`config.mk`:
```
export PLATFORM = sky130hd
export DESIGN_NAME = mpadd_seq
export DESIGN_NICKNAME = d
export VERILOG_FILES = /design/src/rtl/mpadd_pkg.sv /design/src/rtl/mpadd_byte_mux.sv /design/src/rtl/mpadd_seq.sv
export SDC_FILE = /design/constraint.sdc
export NUM_CORES = 1
export LEC_CHECK = 0
export ABC_CLOCK_PERIOD_IN_PS = 3600
export BUFFER_PORTS_ARGS = -buffer_cell sky130_fd_sc_hd__buf_2
export CORE_MARGIN = 2
export CORE_UTILIZATION = 25
export CTS_BUF_LIST = sky130_fd_sc_hd__clkbuf_16
export DETAILED_ROUTE_END_ITERATION = 10
export PLACE_DENSITY = 0.48
export SETUP_SLACK_MARGIN = 0.2
export SLEW_MARGIN = 20
export SYNTH_ARGS = -nofsm -noshare
export SYNTH_HDL_FRONTEND = slang
export SYNTH_SLANG_ARGS = --single-unit
export TNS_END_PERCENT = 100
```
`constraint.sdc`:
```
create_clock -name clk -period 3.6 [get_ports clk]
set_input_delay 1.08 -clock clk [delete_from_list [all_inputs] [get_ports clk]]
set_output_delay 1.08 -clock clk [all_outputs]
set_load 0.02 [all_outputs]
```
`src/rtl/mpadd_pkg.sv`:
```
// mpadd_pkg: shared types and helpers for the multi-precision add sequencer.
package mpadd_pkg;
    localparam int BYTE_W = 8;
    typedef enum logic [1:0] {IDLE, RUN, DONE} state_e;
    function automatic int clog2(input int n);
        int w;
        w = 1;
        while ((1 << w) < n) w++;
        return w;
    endfunction
endpackage

```
`src/rtl/mpadd_byte_mux.sv`:
```
// mpadd_byte_mux: picks operand byte idx and merges the adder sum into result byte idx.
module mpadd_byte_mux
    import mpadd_pkg::*;
#(
    parameter int WORDS = 4
) (
    input  logic [BYTE_W*WORDS-1:0] a_i,
    input  logic [BYTE_W*WORDS-1:0] b_i,
    input  logic [BYTE_W*WORDS-1:0] sum_i,
    input  logic [clog2(WORDS)-1:0] idx_i,
    input  logic [BYTE_W-1:0]       byte_i,
    output logic [BYTE_W-1:0]       a_byte_o,
    output logic [BYTE_W-1:0]       b_byte_o,
    output logic [BYTE_W*WORDS-1:0] sum_o
);
    assign a_byte_o = a_i[BYTE_W*idx_i +: BYTE_W];
    assign b_byte_o = b_i[BYTE_W*idx_i +: BYTE_W];
    always_comb begin
        sum_o = sum_i;
        sum_o[BYTE_W*idx_i +: BYTE_W] = byte_i;
    end
endmodule

```
`src/rtl/mpadd_seq.sv`:
```
// mpadd_seq: byte-serial wide adder driving one external 8-bit adder, LSB first.
// Define MPADD_SEQ_SUB_EN to add the in_sub port (A - B - borrow).
module mpadd_seq
    import mpadd_pkg::*;
#(
    parameter int WORDS = 4
) (
    input  logic                    clk,
    input  logic                    rst,
    input  logic                    in_valid,
    output logic                    in_ready,
    input  logic [BYTE_W*WORDS-1:0] in_a,
    input  logic [BYTE_W*WORDS-1:0] in_b,
    input  logic                    in_cin,
`ifdef MPADD_SEQ_SUB_EN
    input  logic                    in_sub,
`endif
    output logic                    out_valid,
    input  logic                    out_ready,
    output logic [BYTE_W*WORDS-1:0] out_sum,
    output logic                    out_cout,
    output logic [BYTE_W-1:0]       add_a,
    output logic [BYTE_W-1:0]       add_b,
    output logic                    add_cin,
    input  logic [BYTE_W-1:0]       add_sum,
    input  logic                    add_cout
);
    localparam int IDX_W = clog2(WORDS);
    localparam int W = BYTE_W * WORDS;
    localparam logic [IDX_W-1:0] LAST = IDX_W'(WORDS - 1);

    state_e           state_q, state_d;
    logic [IDX_W-1:0] idx_q, idx_d;
    logic [W-1:0]     a_q, a_d, b_q, b_d, sum_q, sum_d, sum_nxt;
    logic             cin_q, cin_d, carry_q, carry_d, cout_q, cout_d;
    logic [BYTE_W-1:0] a_byte, b_byte;
    logic             run, sub;

`ifdef MPADD_SEQ_SUB_EN
    logic sub_q, sub_d;
    assign sub = sub_q;
    always_ff @(posedge clk or posedge rst) begin
        if (rst) sub_q <= 1'b0;
        else     sub_q <= sub_d;
    end
    always_comb begin
        sub_d = sub_q;
        if (state_q == IDLE && in_valid) sub_d = in_sub;
    end
`else
    assign sub = 1'b0;
`endif

    mpadd_byte_mux #(.WORDS(WORDS)) u_mux (
        .a_i      (a_q),
        .b_i      (b_q),
        .sum_i    (sum_q),
        .idx_i    (idx_q),
        .byte_i   (add_sum),
        .a_byte_o (a_byte),
        .b_byte_o (b_byte),
        .sum_o    (sum_nxt)
    );

    assign run       = (state_q == RUN);
    assign in_ready  = (state_q == IDLE);
    assign out_valid = (state_q == DONE);
    assign out_sum   = sum_q;
    assign out_cout  = cout_q;
    // Subtraction is A + ~B + ~borrow, so inverting B and the byte-0 carry is enough.
    assign add_a   = run ? a_byte : '0;
    assign add_b   = run ? (b_byte ^ {BYTE_W{sub}}) : '0;
    assign add_cin = run & ((idx_q == '0) ? (cin_q ^ sub) : carry_q);

    always_ff @(posedge clk or posedge rst) begin
        if (rst) begin
            state_q <= IDLE;
            idx_q   <= '0;
            a_q     <= '0;
            b_q     <= '0;
            cin_q   <= 1'b0;
            carry_q <= 1'b0;
            sum_q   <= '0;
            cout_q  <= 1'b0;
        end else begin
            state_q <= state_d;
            idx_q   <= idx_d;
            a_q     <= a_d;
            b_q     <= b_d;
            cin_q   <= cin_d;
            carry_q <= carry_d;
            sum_q   <= sum_d;
            cout_q  <= cout_d;
        end
    end

    always_comb begin
        state_d = state_q;
        idx_d   = idx_q;
        a_d     = a_q;
        b_d     = b_q;
        cin_d   = cin_q;
        carry_d = carry_q;
        sum_d   = sum_q;
        cout_d  = cout_q;
        if (state_q == IDLE) begin
            if (in_valid) begin
                a_d     = in_a;
                b_d     = in_b;
                cin_d   = in_cin;
                idx_d   = '0;
                state_d = RUN;
            end
        end else if (state_q == RUN) begin
            sum_d   = sum_nxt;
            carry_d = add_cout;
            if (idx_q == LAST) begin
                cout_d  = add_cout;
                state_d = DONE;
            end else begin
                idx_d = idx_q + 1'b1;
            end
        end else if (out_ready) begin
            state_d = IDLE;
        end
    end
endmodule
```
-- Yosys cells after proc, flatten, opt, wreduce, memory -nomap -nowiden
Cells that the tools add are included.
- output and inout port bits: 52
- register bits after elaboration: 103
- input bits: 78
- logic and storage cells: 44
- $add $sub $neg: 2
- bitwise gates (word level): 2
- multiplexer cells: 13
- equal/unequal tests: 6
- reductions and logical operators: 9
- shifts and indexed selects: 4
- operator list (cell ; count):
    $shiftx 32x6->8 ; 2
    $neg 5->34 ; 1
    $shift 8x34->32 const A ; 1
    $shiftx 8x34->32 ; 1
    $bwmux 32 ; 1
    $mux 2 ; 9
    $mux 8 ; 2
    $reduce_and 3->1 ; 3
    $eq 2x2->1 const B ; 2
    $logic_not 2->1 ; 2
    $ne 2x2->1 const B ; 2
    $reduce_and 2->1 ; 2
    $ne 3x2->1 const B ; 1
    $reduce_bool 3->1 ; 1
    $add 2x1->2 const B ; 1
    $eq 2x1->1 const B ; 1
    $reduce_bool 2->1 ; 1
    $and 1x1->1 ; 1
    $mux 1 ; 1
    $not 1->1 ; 1

-- Logic depth before layout (Yosys ltp)
- depth after elaboration: 4
- depth in mapped cells: 8

-- Hierarchy
Synthesis repeated with hierarchy kept, for this count alone.
- cell total of the unflattened synthesis: 379
- area, all modules: 5335.1 µm²
- modules (own cells, without submodules) (module ; seq. area each (µm²) ; area each (µm²) ; times used ; cells an instance):
    mpadd_seq ; 2577.5 ; 4311.6 ; 1 ; 256
    mpadd_byte_mux ; 0.0 ; 1023.5 ; 1 ; 123

-- Worst setup path before layout
No wires, ideal clock.
- path kind: flip-flop to output port
- from: register idx_q[1]
- to: output port add_cin
- arrival time: 1.507 ns
- buffers on the path: 2
- stages on the path, launching flop included: 7
- slack: 1.013 ns
- data required time: 2.520 ns
- cells stage by stage: dfrtp_1 -> buf_2 -> buf_2 -> inv_1 -> ha_1 -> mux2i_1 -> nor2_1
- cells in the longest elaborated chain, start to end: 3
- RTL lines (element ; line ; RTL):
    start: declaration ; mpadd_seq.sv:33 ; logic [IDX_W-1:0] idx_q, idx_d;
    start signal: assignment ; mpadd_seq.sv:87 ; idx_q <= idx_d;
    $logic_not 2->1 ; mpadd_seq.sv:73 ; assign add_cin = run & ((idx_q == '0) ? (cin_q ^ sub) : carry_q);
    $mux 1 ; mpadd_seq.sv:73 ;
    $and 1x1->1 ; mpadd_seq.sv:73 ;
    end: declaration ; mpadd_seq.sv:24 ; output logic add_cin,
Every way passes these cells.

-- Worst setup path in the final report
- from: register idx_q[0]
- to: output port add_cin
The elaborated chain is that of the path after synthesis.

==> out/summary.md <==
The number of synthesized register bits works out to 103. The cell row count was 49; the period utilization was 85.4%. The stage delay of the slowest cell on the critical path is 0.70 ns, and the synthesized netlist net count is 381. STA puts the critical path data required time at 2.52 ns. The initial antenna violation count was 0; the power per unit of standard cell area was 963 nW/um2. The x dimension of the die came out at 139 um. Combinational family with the most area after synthesis: multiplexers.

During I/O placement, the number of pins put on the boundary was 130. The signal on the critical path passes through inv_1, buf_4, ha_1, mux2i_1, nor2_1, buf_2. The most common library cell in the layout ignoring fill and taps is sky130_fd_sc_hd__buf_2.

The number of different library cells used by synthesis comes to 27. Compared with the post-synthesis result, the final layout area differs by 26.2%. Multiplexer cells account for 24.9% of the synthesized area. For this run, the post-layout net count is 511.

The first global-routing pass estimated 17.5 mm of wire. The arithmetic-cell share of the synthesized area counting full adders, half adders and majority gates was 1.37%; the synthesized area per cell was 15.3 um2. The final count of pins violating max slew is 0. The smallest clock period supported by the final layout is computed as 3.08 ns. The longest clock path from root to sink contains 2 buffers.

CTS built an H-tree with a depth of 3. The critical path endpoint category was a primary output. Arrival time reported for the critical path endpoint: 2.00 ns. Worst setup path endpoint: add_cin. Summing the areas of all compound-gate instances in the mapped netlist gives 6.12% of the synthesized area.

For this run, design rule violations remaining after detail routing come to 0. The sequential area share after synthesis came out at 56.5%. The core region is 17900 um2. Number of warning messages in the yosys log: 0. Counting every sink on the clock net gives 103. Setup repair after global routing left no endpoint under its margin.

The class of the tightest hold or removal check is reg2reg. In this run, post-CTS hold repair placed 0 buffers. Count of buffers inserted at the top-level ports: 129.

In this run the register-to-register setup slack is 1.29 ns. The count of cell instances traversed by the critical path was 6; the normalized max-slew margin was 46.3%. The parity-gate share of the synthesized area counting xor and xnor cells came out at 0%. The most critical setup path has its startpoint at idx_q[0]$_DFFE_PP0P_.

TritonCTS built the clock tree. The leakage power of the design was 0.00269 uW. The root buffer cell chosen for the clock tree is sky130_fd_sc_hd__clkbuf_16.

The run gives 68 as the largest net degree at the start of global routing. The detail-routed net length per standard cell was 16.2 um; the number of standard cells after synthesis was 298. The count of cells along the worst register-to-register path came out at 6.

Clock tree synthesis inserted a total of 9 buffers. For the final routed database, the setup TNS stands at 0 ns. The worst reg2reg path startpoint was idx_q[0]$_DFFE_PP0P_.

The peak ir drop on the vdd network is 0.379 mV. The actual slew at the worst max-slew pin was 0.804 ns. In the routed layout, each cell is associated on average with a via count of 4.46.

Of the total synthesized cell area, the portion taken by AND, OR, NAND and NOR gates is 7.96%. The run gives 0 as the total congestion overflow after global routing. For this run, the detailed router's first-pass iteration total came to 4. The routability congestion estimate was 0.744.

The clock input transition at the sequential cells of the worst setup and hold paths came out at 0.07 ns. The capturing point of the worst reg2reg path was out_sum[23]$_DFFE_PP0P_. The clock arrives with 0.00758 ns of skew. The via count of the first global-routing pass was 3250; the later-pin clock latency in the skew report was 0.34 ns. The reported max-cap violation count was 0; the largest fanout on the critical path was 21. The routed layout has 2956 vias. The critical path startpoint category is a flip-flop. The synthesized cell area is 4560 um2, and the worst slack on hold paths is 0.481 ns. Cells with a size suffix above 1 make up 49.9% of the layout. Once detail routing completed, the nets flagged for antenna violations numbered 0.

The die is 139 um tall. Leaving out fill and tap cells, the most frequent cells in the layout are sky130_fd_sc_hd__buf_2, sky130_fd_sc_hd__dfrtp_1, sky130_fd_sc_hd__mux2_2. The run gives 0 as the hold violation count in the final report. For the final HPWL from detailed placement, the log shows 7.51 mm. Number of buffers and inverters on the critical path: 3. In the global route stage, overall resource usage came out at 11.5%. The logs give 10.7 mm for the total wirelength of the detailed-routed design and 325 MHz for the maximum clock frequency. The number of DRC markers in iteration 0 was 95. The initial utilization of the core area, before any placement, comes to 25.5%. The tools report the overall die area as 19300 um2. Setup violations remaining at the end of the flow were counted as 0.

By startpoint and endpoint, the worst setup path is classified as reg2out. The cell with the largest stage delay on the worst path is sky130_fd_sc_hd__dfrtp_4. The run finished with clean final reports. Category of cells accounting for the largest share of critical-path delay: flip-flops.
[state kept, by name (all words and copies together) (netlist names)]
signal    cells
state_q       2
cin_q         1
idx_q         2
out_sum      32
out_cout      1
carry_q       1
a_q          32
b_q          32
[layout make-up]
cell class                 instances  area (um2)
clock inverter                     7        77.6
multi-input combinational        174        1840
inverter                           4        18.8
antenna                            1        2.50
clock buffer                       9         225
timing repair buffer             136         723
sequential                       103        2580
tap                              229         287
fill                            1822       12100
[kinds of logic after synthesis]
logic type | after synthesis
muxes | 85
and+or+nand+nor | 49
AOI/OAI and AO/OA | 35
adders and majority gates | 5
DFF | 103
buffers and inverters | 21
[per-stage QoR]
| stage | total power, uW | cell area, um2 | std cells | utilization, % | setup slack (ns) |
|---|---|---|---|---|---|
| 2_1_floorplan | 3910 | 4560 | 298 | - | 1.01 |
| 3_3_place_gp | 4560 | 5450 | 646 | 30.4 | 0.647 |
| 3_5_place_dp | 4610 | 5450 | 646 | 30.4 | 0.664 |
| 4_1_cts | 5660 | 5750 | 662 | 32.1 | 0.267 |
| 5_1_grt | 5930 | 5750 | 662 | 32.1 | 0.353 |
| 6_report | 5540 | 5760 | 663 | 32.1 | 0.524 |
[synthesized netlist by cell type]
cell type / count / area [um2]
sky130_fd_sc_hd__nor2_1: 3 / 11.3
sky130_fd_sc_hd__nor3b_4: 1 / 18.8
sky130_fd_sc_hd__inv_1: 4 / 15.0
sky130_fd_sc_hd__a22o_1: 27 / 236
sky130_fd_sc_hd__o21ai_0: 7 / 35.0
sky130_fd_sc_hd__buf_2: 7 / 35.0
sky130_fd_sc_hd__mux2_2: 39 / 439
sky130_fd_sc_hd__nand2_1: 13 / 48.8
sky130_fd_sc_hd__nor4b_4: 1 / 23.8
sky130_fd_sc_hd__nand3b_4: 2 / 40.0
sky130_fd_sc_hd__buf_6: 5 / 56.3
sky130_fd_sc_hd__mux2i_1: 1 / 10.0
sky130_fd_sc_hd__nor2_2: 1 / 6.26
sky130_fd_sc_hd__nand2b_1: 3 / 18.8
sky130_fd_sc_hd__nor4_4: 2 / 42.5
sky130_fd_sc_hd__nor2b_1: 17 / 106
sky130_fd_sc_hd__a21o_1: 1 / 7.51
sky130_fd_sc_hd__clkbuf_2: 1 / 5.00
sky130_fd_sc_hd__buf_4: 4 / 30.0
sky130_fd_sc_hd__dfrtp_1: 103 / 2580
sky130_fd_sc_hd__nand4bb_1: 1 / 11.3
sky130_fd_sc_hd__nor3b_1: 1 / 7.51
sky130_fd_sc_hd__nand3b_1: 2 / 15.0
sky130_fd_sc_hd__mux2_1: 29 / 327
sky130_fd_sc_hd__ha_1: 5 / 62.6
sky130_fd_sc_hd__mux4_2: 16 / 360
sky130_fd_sc_hd__nor4_1: 2 / 12.5
[worst reg2reg max path: cells and delay by family (launching register included)]
family	cells	cell delay [ns]
AND/OR/NAND/NOR	2	0.68
adder cells (fa/ha/maj)	1	0.42
buffers and inverters	2	0.25
flip-flops	1	0.70
AO/OA/AOI/OAI	1	0.21
[power by group]
group | leakage (uW) | total (uW) | switching, uW | internal [uW]
clock network | 0.000152 | 1010 | 464 | 549
logic | 0.00127 | 2440 | 1220 | 1220
registers | 0.00128 | 2090 | 368 | 1720
[worst min-delay path by stage]
stage | from | to | slack [ns] | depth (start not counted)
after floorplan | b_q[16]$_DFFE_PP0P_ | b_q[16]$_DFFE_PP0P_ | 0.45 | 1
after global placement | out_sum[30]$_DFFE_PP0P_ | out_sum[30]$_DFFE_PP0P_ | 0.46 | 2
after detailed placement | b_q[16]$_DFFE_PP0P_ | b_q[16]$_DFFE_PP0P_ | 0.47 | 1
after CTS | b_q[16]$_DFFE_PP0P_ | b_q[16]$_DFFE_PP0P_ | 0.49 | 1
after global routing | b_q[22]$_DFFE_PP0P_ | b_q[22]$_DFFE_PP0P_ | 0.51 | 1
final | b_q[16]$_DFFE_PP0P_ | b_q[16]$_DFFE_PP0P_ | 0.48 | 1
[what timing repair did]
item	CTS	global route
endpoints found under the setup margin	0	1
resized for setup	0	1
setup buffers	0	0
[routing by layer]
metal  global-route usage (%)  wire length [um]
met4                     3.51               121
met1                     14.1              4740
met5                        0                 0
met2                     19.4              5250
met3                     3.63               604
Power figures use the tool's default switching activity.
